[src/rtl/food_pkg.sv]
// Shared types and constants for the snake food/score manager.
package food_pkg;

  typedef enum logic [2:0] {
    S_IDLE,
    S_DRAW,
    S_CHECK,
    S_STEP,
    S_COMMIT
  } fsm_state_e;

  localparam int unsigned DEF_WIDTH  = 32;
  localparam int unsigned DEF_HEIGHT = 24;
  localparam int unsigned CELLS      = DEF_WIDTH * DEF_HEIGHT;

  // Feedback taps 16,14,13,11 of a right-shifting Fibonacci LFSR (bits 0,2,3,5).
  localparam logic [15:0] LFSR_TAPS = 16'h002D;

endpackage

[src/rtl/food_lfsr16.sv]
// Free-running 16-bit Fibonacci LFSR used as the food placement random source.
module food_lfsr16
  import food_pkg::*;
#(
  parameter logic [15:0] SEED = 16'hACE1
) (
  input  logic        i_clk,
  input  logic        i_rst,
  output logic [15:0] o_lfsr
);

  logic [15:0] r_lfsr;
  logic        w_fb;

  assign w_fb = ^(r_lfsr & LFSR_TAPS);

  always_ff @(posedge i_clk) begin
    if (i_rst) begin
      r_lfsr <= SEED;
    end else begin
      r_lfsr <= {w_fb, r_lfsr[15:1]};
    end
  end

  assign o_lfsr = r_lfsr;

endmodule

[src/rtl/food_manager.sv]
// Per-channel food/score manager: eat detection, saturating scores and
// sequential rejection-sampled food regeneration.
module food_manager
  import food_pkg::*;
#(
  parameter int unsigned N_SNAKES  = 2,
  parameter int unsigned WIDTH     = 32,
  parameter int unsigned HEIGHT    = 24,
  parameter int unsigned NUM_LEN   = 10,
  parameter int unsigned SCORE_W   = 4,
  parameter int unsigned MAX_TRIES = 16,
  parameter logic [15:0] LFSR_SEED = 16'hACE1
) (
  input  logic                          i_clk,
  input  logic                          i_rst,
  input  logic                          i_step,
  input  logic [N_SNAKES*NUM_LEN-1:0]   i_heads,
  output logic [N_SNAKES*NUM_LEN-1:0]   o_foods,
  output logic [N_SNAKES-1:0]           o_food_valid,
  output logic [N_SNAKES*SCORE_W-1:0]   o_scores,
  output logic [N_SNAKES-1:0]           o_eaten,
  output logic                          o_busy
);

  localparam int unsigned NCELLS = WIDTH * HEIGHT;
  localparam int unsigned TRY_W  = $clog2(MAX_TRIES + 1);
  localparam int unsigned K_W    = (N_SNAKES > 1) ? $clog2(N_SNAKES) : 1;
  localparam logic [SCORE_W-1:0] SCORE_MAX = '1;
  localparam logic [NUM_LEN:0]   CELLS_X   = (NUM_LEN+1)'(NCELLS);

  fsm_state_e          r_state, w_state_nxt;
  logic [TRY_W-1:0]    r_tries, w_tries_nxt;
  logic [K_W-1:0]      r_k, w_k_nxt, w_first_k;
  logic [NUM_LEN-1:0]  r_cand, w_cand_nxt, w_fallback, w_cand_inc;

  logic [NUM_LEN-1:0]  r_foods  [N_SNAKES];
  logic [SCORE_W-1:0]  r_scores [N_SNAKES];
  logic [NUM_LEN-1:0]  w_heads  [N_SNAKES];

  logic [N_SNAKES-1:0] r_valid, r_pending, r_eaten;
  logic [N_SNAKES-1:0] w_eat, w_occ, w_commit, w_pending_nxt;
  logic                r_busy, w_busy_nxt, w_reject, w_out_of_field;

  logic [15:0]         w_lfsr;
  logic                w_lfsr_unused;

  food_lfsr16 #(.SEED(LFSR_SEED)) u_lfsr (
    .i_clk  (i_clk),
    .i_rst  (i_rst),
    .o_lfsr (w_lfsr)
  );

  assign w_lfsr_unused = ^w_lfsr[15:NUM_LEN];

  function automatic logic [NUM_LEN-1:0] wrap_inc(input logic [NUM_LEN-1:0] c);
    logic [NUM_LEN:0] s;
    s = {1'b0, c} + (NUM_LEN+1)'(1);
    return (s >= CELLS_X) ? '0 : s[NUM_LEN-1:0];
  endfunction

  // Per-channel unpack, eat detection and occupancy compare against the candidate.
  for (genvar gi = 0; gi < N_SNAKES; gi++) begin : g_chan
    assign w_heads[gi] = i_heads[gi*NUM_LEN +: NUM_LEN];
    assign w_eat[gi]   = i_step && r_valid[gi] && (w_heads[gi] == r_foods[gi]);
    assign w_occ[gi]   = (r_cand == w_heads[gi]) ||
                         (r_valid[gi] && (K_W'(gi) != r_k) && (r_cand == r_foods[gi]));
    assign o_foods[gi*NUM_LEN +: NUM_LEN]  = r_foods[gi];
    assign o_scores[gi*SCORE_W +: SCORE_W] = r_scores[gi];
  end

  assign w_out_of_field = ({1'b0, r_cand} >= CELLS_X);
  assign w_reject       = w_out_of_field || (|w_occ);
  assign w_fallback     = wrap_inc(r_foods[r_k]);
  assign w_cand_inc     = wrap_inc(r_cand);

  always_comb begin
    w_first_k = '0;
    for (int i = int'(N_SNAKES) - 1; i >= 0; i--) begin
      if (r_pending[i]) w_first_k = K_W'(i);
    end
  end

  // Next-state logic for the regeneration engine.
  always_comb begin
    w_state_nxt = r_state;
    w_tries_nxt = r_tries;
    w_cand_nxt  = r_cand;
    w_k_nxt     = r_k;
    w_commit    = '0;
    unique case (r_state)
      S_IDLE: begin
        if (|r_pending) begin
          w_k_nxt     = w_first_k;
          w_tries_nxt = '0;
          w_state_nxt = S_DRAW;
        end
      end
      S_DRAW: begin
        w_cand_nxt  = w_lfsr[NUM_LEN-1:0];
        w_state_nxt = S_CHECK;
      end
      S_CHECK: begin
        if (!w_reject) begin
          w_state_nxt = S_COMMIT;
        end else if (r_tries < TRY_W'(MAX_TRIES - 1)) begin
          w_tries_nxt = r_tries + TRY_W'(1);
          w_state_nxt = S_DRAW;
        end else begin
          w_cand_nxt  = w_fallback;
          w_state_nxt = S_STEP;
        end
      end
      S_STEP: begin
        if (!w_reject) begin
          w_state_nxt = S_COMMIT;
        end else begin
          w_cand_nxt = w_cand_inc;
        end
      end
      S_COMMIT: begin
        w_commit    = N_SNAKES'(1) << r_k;
        w_state_nxt = S_IDLE;
      end
      default: w_state_nxt = S_IDLE;
    endcase
  end

  assign w_pending_nxt = (r_pending | w_eat) & ~w_commit;
  assign w_busy_nxt    = (|w_pending_nxt) || (w_state_nxt != S_IDLE);

  always_ff @(posedge i_clk) begin
    if (i_rst) begin
      r_state <= S_IDLE;
      r_tries <= '0;
      r_k     <= '0;
      r_cand  <= '0;
    end else begin
      r_state <= w_state_nxt;
      r_tries <= w_tries_nxt;
      r_k     <= w_k_nxt;
      r_cand  <= w_cand_nxt;
    end
  end

  // Channel datapath: scores saturate, eats invalidate food until the commit.
  always_ff @(posedge i_clk) begin
    if (i_rst) begin
      r_pending <= '0;
      r_valid   <= '1;
      r_eaten   <= '0;
      r_busy    <= 1'b0;
      for (int i = 0; i < N_SNAKES; i++) begin
        r_foods[i]  <= NUM_LEN'((i + 1) * WIDTH + WIDTH / 2);
        r_scores[i] <= '0;
      end
    end else begin
      r_pending <= w_pending_nxt;
      r_valid   <= (r_valid & ~w_eat) | w_commit;
      r_eaten   <= w_eat;
      r_busy    <= w_busy_nxt;
      for (int i = 0; i < N_SNAKES; i++) begin
        if (w_commit[i]) r_foods[i] <= r_cand;
        if (w_eat[i] && (r_scores[i] != SCORE_MAX)) r_scores[i] <= r_scores[i] + SCORE_W'(1);
      end
    end
  end

  assign o_food_valid = r_valid;
  assign o_eaten      = r_eaten;
  assign o_busy       = r_busy;

endmodule

[config.mk]
export PLATFORM = sky130hd
export DESIGN_NAME = food_manager
export DESIGN_NICKNAME = d
export VERILOG_FILES = /design/src/rtl/food_pkg.sv /design/src/rtl/food_lfsr16.sv /design/src/rtl/food_manager.sv
export SDC_FILE = /design/constraint.sdc
export NUM_CORES = 1
export LEC_CHECK = 0
export CELL_PAD_IN_SITES_DETAIL_PLACEMENT = 0
export CELL_PAD_IN_SITES_GLOBAL_PLACEMENT = 1
export CORE_MARGIN = 2
export CORE_UTILIZATION = 36
export DETAILED_ROUTE_END_ITERATION = 10
export PLACE_DENSITY_LB_ADDON = 0.1
export SETUP_SLACK_MARGIN = 0.15
export SYNTH_ARGS = -nofsm -noshare
export SYNTH_HDL_FRONTEND = slang
export SYNTH_SLANG_ARGS = --single-unit
[constraint.sdc]
create_clock -name i_clk -period 3.22 [get_ports i_clk]
set_clock_uncertainty 0.2 [all_clocks]
set_input_delay 0.644 -clock i_clk [delete_from_list [all_inputs] [get_ports i_clk]]
set_output_delay 0.644 -clock i_clk [all_outputs]
set_load 0.01 [all_outputs]
==> results.md, run 1 <==
- Status: finished, final reports clean
- Buf/Inv on CP: 0
- Largest net degree at the start of global routing: 36
- Lkg Pwr: 0.001951 µW
- RSZ-0062 raised after global routing: no
- CTS buffer count: 9
- Die height: 110.9 µm
- Commonest non-fill, non-tap cell in the layout: clkdlybuf4s50_1
- Share of the synthesized area in the top cell type: 20.94%
- Final instance area: 5167 µm²
- Mean Syn Cell Area: 9.341 µm²
- Syn Inst Count: 440
- Sequential-to-total area share from yosys stat: 41.40%
- Number of global-route vias before repair: 3563
- Critical path class: reg -> reg
- Commonest non-fill, non-tap cells in the layout: 55 x clkdlybuf4s50_1, 43 x dfxtp_1, 39 x xnor2_1, 39 x xor2_1, 34 x nor2_1
- Post-cts sizing count: 0
- Final setup fails: 0
- Setup TNS: 0 ns
- GR peak layer: met2
- Worst EP required: 3.28 ns
- F_max: 0.3533 GHz
- Min-Delay Path Class: reg -> reg
- Placed wire-length estimate: 9332 µm
- M2 GR Usage: 31.70%
- Yosys warns: 0
- Starting Density: 36.46%
- Worst-path cell chain: mux2_2 > ha_1 > nand4b_1 > nand2_1 > o21a_2 > nor4_4 > o211a_1 > o21ai_1 > a21oi_1
- Fraction of registers with async set/reset: 0%
- CTS tree: built
- Ys flop type: dfxtp_1
- Post-route ant nets: 0
- Number of synthesized flops with an enable pin: 28
- Final Max Slew Viols: 0
- Clock tree sinks: 71
- Proportion of layout cells with a drive suffix above 1: 11.11%
- CP startpoint kind: register
- Worst setup EP type: register
- H-tree depth: 3
- Area growth syn-to-layout: 25.72%
- Maximum VDD drop: 0.1919 mV
- Part of the cycle the worst path needs: 87.90%
- Rows: 39
- Placed cell areas: 4866 µm²
- Detailed-route DRC error count: 0
- Crit Path Max Fanout: 8
- DR iter-0 viols: 212
- DR pass1 iterations: 5
- Arrival time worst endpoint: 2.89 ns
- Synthesized area: 4110 µm²
- Period minus WS final: 2.830 ns
- Overall Global Routing Usage: 20.74%
- Critical path's slowest cell: nor4_4
- Clock Latency Late Sink: 0.33 ns
- Met3 Usage GRT: 4.811%
- Final-stage net count: 527
- Ports: 56
- Netlist cell types: 59
- Post-CTS setup buffer count: 0
- # fillers: 1126
- Synth Register Bits: 71
- CTS root buffer: clkbuf_16
- Ant. Diodes: 0
- Hold_buf cts: 0
- First-pass GRT wire length: 19820 µm
- Worst-margin pin slew: 0.6775 ns
- Max-cap violations: 0
- Longest Clk Path Bufs: 2
- Die width: 110.9 µm
- Routed wire per std cell: 19.21 µm
- Met1 Resource Use GR: 28.02%
- Clock slew at reported path FFs: 0.06 ns
- Top cell type by total area after synthesis: dfxtp_1
- GPL Wtd Cong: 0.8728
- Routed vias/inst: 5.410
- I/O Buffers: 55
- Vias after detailed routing: 3500
- Die area: 12290 µm²
- Final Hold Viols: 0
- Post-Syn Nets: 468
- Initial antenna violation count: 0
- Min-Delay Startpoint: u_lfsr.o_lfsr[11]
- Max-Slew Margin vs Limit: 54.77%
- GRT overflow: 0
- Power per cell area: 416.7 nW/µm²
- CP top delay family: simple AND/OR/NAND/NOR gates
- Final Routed Wirelength: 12430 µm
- Area contributors post-synth: dfxtp_1 21%, edfxtp_1 20%, xnor2_1 8.3%
- Core Area: 11270 µm²
- CP peak stage delay: 0.54 ns
[kinds of logic after synthesis]
logic type	Yosys count	share of synthesized area [%]
AOI/OAI and AO/OA	71	12.42
xor gates and xnor gates	78	16.62
adders and majority gates	5	1.522
buffers and inverters	40	4.383
DFF	71	41.40
muxes	8	2.040
and+or+nand+nor	167	21.61
[final timing paths]
check	slack, ns	depth (start not counted)	endpoint
setup / recovery	0.39	9	r_cand[4]
hold / removal	0.21	1	u_lfsr.o_lfsr[10]
setup reg to reg	0.39	9	r_cand[4]
hold reg to reg	0.21	1	u_lfsr.o_lfsr[10]
[layer usage]
| metal | vias to the layer above | wire, µm |
|---|---|---|
| met5 | - | 0 |
| met3 | 23 | 707 |
| met4 | 0 | 356 |
| li1 | 1679 | - |
| met2 | 117 | 5567 |
| met1 | 1681 | 5799 |
[cells in the mapped netlist, drive strengths merged (9+ instances only)]
library cell and count:
buf 13, nand3 18, nor2b 11, o21ai 15, nand4 14, dfxtp 43, nor3 9, clkbuf 16
xnor2 39, and3 12, nand2 32, xor2 39, inv 10, edfxtp 28, nor2 34, a21oi 14
[state kept, by name (all words and copies together) (netlist names), named ones only]
signal         count
u_lfsr.o_lfsr     16
o_eaten            2
r_scores           8
r_tries            5
r_cand            10
r_k                1
o_busy             1
r_foods           20
r_pending          2
r_state            3
o_food_valid       2
[through the flow]
| step | std cells | hold slack (ns) | power (µW) | setup slack [ns] | utilization, % |
|---|---|---|---|---|---|
| after detailed placement | 631 | 0.1966 | 1175 | 0.1638 | 43.17 |
| after floorplan | 440 | 0.1895 | 1086 | 0.3186 | - |
| after CTS | 647 | 0.2137 | 2175 | 0.3493 | 45.84 |
| after global placement | 631 | 0.1999 | 1175 | 0.2425 | 43.17 |
| final | 647 | 0.2108 | 2153 | 0.3896 | 45.84 |
| after global routing | 647 | 0.2281 | 2238 | 0.2257 | 45.84 |
[where the power goes]
part	internal, µW	switching (µW)
combinational	95.0	79.6
clock	638	360
sequential	957	24.4
total	1690	464
[area by class of cell]
cell class | instances | area [µm²] | share of cell area, %
multi-input cells | 329 | 2228 | 43.12
flip-flops and latches | 71 | 1702 | 32.93
repair buffers | 77 | 715.7 | 13.85
clock buffers | 12 | 256.5 | 4.964
well taps | 143 | 178.9 | 3.462
clock inverters | 4 | 45.04 | 0.8717
inverters | 11 | 41.29 | 0.7990
Power figures use the tool's default switching activity.
==> run 2, diff against run 1 <==
--- a/config.mk
+++ b/config.mk
@@ -5,10 +5,11 @@
 export SDC_FILE = /design/constraint.sdc
 export NUM_CORES = 1
 export LEC_CHECK = 0
+export CAP_MARGIN = 20
 export CELL_PAD_IN_SITES_DETAIL_PLACEMENT = 0
 export CELL_PAD_IN_SITES_GLOBAL_PLACEMENT = 1
 export CORE_MARGIN = 2
-export CORE_UTILIZATION = 36
+export CORE_UTILIZATION = 46
 export DETAILED_ROUTE_END_ITERATION = 10
 export PLACE_DENSITY_LB_ADDON = 0.1
 export SETUP_SLACK_MARGIN = 0.15
==> constraint.sdc (replaced) <==
create_clock -name i_clk -period 3.4 [get_ports i_clk]
set_clock_uncertainty 0.2 [all_clocks]
set_input_delay 0.68 -clock i_clk [delete_from_list [all_inputs] [get_ports i_clk]]
set_output_delay 0.68 -clock i_clk [all_outputs]
set_load 0.01 [all_outputs]
==> results.md, run 2 (synthesized netlist as in run 1, its figures left out) <==
- F_max: 0.3510 GHz
- CTS tree: built
- Most flop-heavy register: r_foods
- GPL Wtd Cong: 0.9516
- Vias after detailed routing: 3503
- Final Routed Wirelength: 12100 µm
- Arrival time worst endpoint: 2.94 ns
- Worst EP required: 3.49 ns
- Lkg Pwr: 0.001862 µW
- Routed vias/inst: 5.809
- Critical path's slowest cell: nor4_4
- Final Max Slew Viols: 0
- Buf/Inv on CP: 0
- Max reg flops: 20
- Maximum VDD drop: 0.2838 mV
- Die width: 98.53 µm
- Rows: 34
- Max-cap violations: 0
- Seq pwr share: 50.4%
- CP startpoint kind: register
- H-tree depth: 3
- Routed wire per std cell: 20.07 µm
- Number of global-route vias before repair: 3574
- Switch share: 23.91%
- Part of the cycle the worst path needs: 83.80%
- Worst setup EP type: register
- Commonest non-fill, non-tap cell in the layout: clkdlybuf4s50_1
- CTS buffer count: 9
- Int Power: 1407 µW
- DR iter-0 viols: 230
- Clk pwr share: 40.9%
- Max-Slew Margin vs Limit: 53.13%
- Min-Delay Path Class: reg -> reg
- Commonest non-fill, non-tap cells in the layout: 55 x clkdlybuf4s50_1, 43 x dfxtp_1, 39 x xnor2_1, 39 x xor2_1, 34 x nor2_1
- Proportion of layout cells with a drive suffix above 1: 9.697%
- Hold_buf cts: 0
- Final-stage net count: 518
- Area growth syn-to-layout: 21.00%
- Die height: 98.53 µm
- Post-route ant nets: 0
- Placed wire-length estimate: 8736 µm
- Post-route non-filler standard cell count: 603
- I/O Buffers: 55
- Clock Latency Late Sink: 0.35 ns
- Ant. Diodes: 0
- First-pass GRT wire length: 19150 µm
- Clock tree sinks: 71
- Longest Clk Path Bufs: 2
- Power per cell area: 371.9 nW/µm²
- Initial antenna violation count: 0
- RSZ-0062 raised after global routing: no
- Die area: 9707 µm²
- Clock slew at reported path FFs: 0.08 ns
- CP peak stage delay: 0.55 ns
- CP top delay family: simple AND/OR/NAND/NOR gates
- Final Hold Viols: 0
- DR pass1 iterations: 5
- Starting Density: 47.36%
- Post-cts sizing count: 0
- Placed Cells: 587
- Status: finished, final reports clean
- CTS root buffer: clkbuf_8
- Core Area: 8678 µm²
- Ports: 56
- Largest net degree at the start of global routing: 25
- Period minus WS final: 2.849 ns
- Detailed-route DRC error count: 0
- Setup TNS: 0 ns
- Crit Path Max Fanout: 8
- Final setup fails: 0
- Part of the power in combinational logic: 8.7%
- Post-CTS setup buffer count: 0
- Overall Global Routing Usage: 25.55%
- GRT overflow: 0
- Worst-path cell chain: mux2_2 > ha_1 > nand4b_1 > nand2_1 > o21a_2 > nor4_4 > o211a_1 > o21ai_1 > a21oi_1
- Critical path class: reg -> reg
- Psw: 442.2 µW
- Worst-margin pin slew: 0.7020 ns
-- run 2: changes by cell type in the layout (fill, tap and decap cells not counted), sizes merged --
| cell | previous run | this run |
|---|---|---|
| clkbuf | 12 | 9 |
| buf | 22 | 13 |
| bufinv | 1 | 2 |
| inv | 10 | 11 |
| clkinvlp | 0 | 1 |
-- run 2: final cells by class --
class / instances / area, µm²
clock buffer: 9 / 123.9
clock inverter: 7 / 95.09
fill: 805 / 3705
inverter: 11 / 41.29
multi-input combinational: 329 / 2228
sequential: 71 / 1702
tap: 108 / 135.1
timing repair buffer: 68 / 648.1
-- run 2: power by group through the flow --
stage	sequential, µW	combinational [µW]	clock, µW
final	932	162	756
after global routing	935	175	811
after CTS	932	162	774
after detailed placement	951	160	0
after global placement	951	158	0
after floorplan	944	84.3	0
-- run 2: metrics by stage --
step | worst slack [ns] | hold slack, ns | util [%] | total power (µW) | cell area, µm²
6_report | 0.5506 | 0.2187 | 57.31 | 1850 | 4974
5_1_grt | 0.4056 | 0.2440 | 57.31 | 1921 | 4974
4_1_cts | 0.5785 | 0.2242 | 57.31 | 1867 | 4974
3_5_place_dp | 0.3000 | 0.2018 | 54.79 | 1111 | 4755
3_3_place_gp | 0.3883 | 0.2049 | 54.79 | 1110 | 4755
2_1_floorplan | 0.4986 | 0.1895 | - | 1028 | 4110
-- run 2: path summary, 6_finish.rpt --
| path | from | to | slack (ns) | cells after the start |
|---|---|---|---|---|
| worst max register to register | r_foods[1][0] | r_cand[4] | 0.55 | 9 |
| worst max-delay path | r_foods[1][0] | r_cand[4] | 0.55 | 9 |
| worst min-delay path | u_lfsr.o_lfsr[14] | u_lfsr.o_lfsr[13] | 0.22 | 1 |
| worst min register to register | u_lfsr.o_lfsr[14] | u_lfsr.o_lfsr[13] | 0.22 | 1 |
-- run 2: metal layers --
| layer | part of all wire (%) | track usage (%) | wire, µm |
|---|---|---|---|
| met2 | 45 | 39.98 | 5437 |
| met1 | 44 | 33.42 | 5332 |
| met4 | 3.2 | 12.01 | 386 |
| met5 | 0 | 0 | 0 |
| met3 | 7.8 | 6.241 | 945 |
==> run 3, diff against run 2 <==
--- a/config.mk
+++ b/config.mk
@@ -9,7 +9,7 @@
 export CELL_PAD_IN_SITES_DETAIL_PLACEMENT = 0
 export CELL_PAD_IN_SITES_GLOBAL_PLACEMENT = 1
 export CORE_MARGIN = 2
-export CORE_UTILIZATION = 46
+export CORE_UTILIZATION = 38
 export DETAILED_ROUTE_END_ITERATION = 10
 export PLACE_DENSITY_LB_ADDON = 0.1
 export SETUP_SLACK_MARGIN = 0.15
==> constraint.sdc (replaced) <==
create_clock -name i_clk -period 2.4 [get_ports i_clk]
set_clock_uncertainty 0.2 [all_clocks]
set_input_delay 0.48 -clock i_clk [delete_from_list [all_inputs] [get_ports i_clk]]
set_output_delay 0.48 -clock i_clk [all_outputs]
set_load 0.01 [all_outputs]
==> results.md, run 3 (synthesized netlist as in run 1, its figures left out) <==
- Seq pwr share: 51.5%
- CTS tree: built
- Clock slew at reported path FFs: 0.07 ns
- Die width: 108 µm
- Most flop-heavy register: r_foods
- Core Area: 10420 µm²
- Final worst slack: -0.05731 ns
- Area growth syn-to-layout: 42.86%
- Number of global-route vias before repair: 3805
- Die area: 11660 µm²
- Clk pwr share: 36.9%
- Worst EP required: 2.43 ns
- First-pass GRT wire length: 20360 µm
- Maximum VDD drop: 0.3628 mV
- CP top delay family: compound AO/OA/AOI/OAI gates
- Max-Slew Margin vs Limit: 66.54%
- Int Power: 1905 µW
- GPL Wtd Cong: 0.9265
- Die height: 108 µm
- DR iter-0 viols: 128
- Worst-margin pin slew: 0.5000 ns
- Power per cell area: 430.7 nW/µm²
- Max-cap violations: 0
- Routed wire per std cell: 18.39 µm
- F_max: 0.4069 GHz
- Final Routed Wirelength: 13200 µm
- Detailed-route DRC error count: 0
- Longest Clk Path Bufs: 2
- Proportion of layout cells with a drive suffix above 1: 29.90%
- Rows: 37
- Lkg Pwr: 0.002383 µW
- GRT overflow: 0
- Routed vias/inst: 5.298
- Part of the power in combinational logic: 11.6%
- CP startpoint kind: register
- Commonest non-fill, non-tap cell in the layout: buf_4
- H-tree depth: 3
- Switch share: 24.66%
- Max reg flops: 20
- DR pass1 iterations: 4
- Vias after detailed routing: 3804
- Min-Delay Path Class: reg -> reg
- Post-route ant nets: 0
- Placed wire-length estimate: 10200 µm
- Period minus WS final: 2.457 ns
- Ports: 56
- Placed Cells: 690
- CTS root buffer: clkbuf_8
- Clock Latency Late Sink: 0.37 ns
- Critical path class: reg -> reg
- Starting Density: 39.46%
- Post-route non-filler standard cell count: 718
- Worst-path cell chain: mux2_4 > ha_4 > a222oi_1 > o21a_2 > nor4_4 > buf_6 > buf_4 > a221oi_2 > a211oi_1
- Psw: 623.7 µW
- Final Max Slew Viols: 0
- Crit Path Max Fanout: 7
- Failing checks: setup timing
- RSZ-0062 raised after global routing: yes
- Fin util: 56.37%
- Clock tree sinks: 71
- Overall Global Routing Usage: 23.49%
- Final setup fails: 2
- Ant. Diodes: 0
- Status: finished with violations
- Pwr Total: 2529 µW
- CP peak stage delay: 0.45 ns
- CTS buffer count: 9
- I/O Buffers: 55
- Hold_buf cts: 0
- Part of the cycle the worst path needs: 102.4%
- Worst setup EP type: register
- Arrival time worst endpoint: 2.49 ns
- Largest net degree at the start of global routing: 23
- Commonest non-fill, non-tap cells in the layout: 92 x buf_4, 39 x clkdlybuf4s50_1, 37 x xnor2_1, 37 x xor2_1, 32 x dfxtp_1
- Initial antenna violation count: 0
- Setup TNS: -0.06408 ns
- Buf/Inv on CP: 2
- Final-stage net count: 605
- Final Hold Viols: 0
- Critical path's slowest cell: edfxtp_1
## run 3: cell count changes in the layout (fill, tap and decap cells not counted), moves of 5 or more
cell	before	now
dfxtp_2	0	5
dfxtp_1	43	32
clkdlybuf4s50_1	55	39
dfxtp_4	0	6
dlygate4sd2_1	0	13
buf_6	0	7
buf_4	13	92
## run 3: power groups by stage
| stage | Combinational [µW] | Sequential, µW | Clock [µW] |
|---|---|---|---|
| floorplan | 121 | 1340 | 0 |
| global placement | 281 | 1340 | 0 |
| CTS | 281 | 1310 | 956 |
| finish | 294 | 1300 | 933 |
| global route | 316 | 1310 | 1010 |
| detailed placement | 281 | 1340 | 0 |
## run 3: routing by layer
layer	track usage, %	share of wire (%)	wire length, µm
met1	30.08	45	5958
met2	39.17	47	6256
met3	3.797	4.3	572
met4	10.26	3.1	414
met5	0	0	0
## run 3: what timing repair did
item / 4_1_cts / 5_1_grt
setup buffers: 4 / 8
gates resized for setup: 39 / 35
endpoints found under the setup margin: 26 / 29
pin swaps: 8 / 18
## run 3: area by class of cell
cell class                      instances  area [µm²]
Clock buffer                            9       123.9
Clock inverter                          7       63.81
Fill cell                             965        4544
Inverter                               11       41.29
Multi-Input combinational cell        329        2411
Sequential cell                        71        1730
Tap cell                              136       170.2
Timing Repair Buffer                  155        1331
## run 3: final timing paths
kind	start	end	slack, ns	cells after the start
setup / recovery	r_foods[1][1]	r_cand[3]	-0.06	9
hold / removal	u_lfsr.o_lfsr[11]	u_lfsr.o_lfsr[10]	0.22	1
setup reg to reg	r_foods[1][1]	r_cand[3]	-0.06	9
hold reg to reg	u_lfsr.o_lfsr[11]	u_lfsr.o_lfsr[10]	0.22	1
## run 3: stage by stage
| step | instance area (µm²) | hold slack (ns) | setup WS, ns |
|---|---|---|---|
| global placement | 5385 | 0.1973 | -0.3950 |
| CTS | 5680 | 0.2199 | 0.008449 |
| global route | 5872 | 0.2362 | -0.1524 |
| detailed placement | 5385 | 0.1994 | -0.4425 |
| finish | 5872 | 0.2160 | -0.05731 |
| floorplan | 4144 | 0.1895 | 0.05911 |
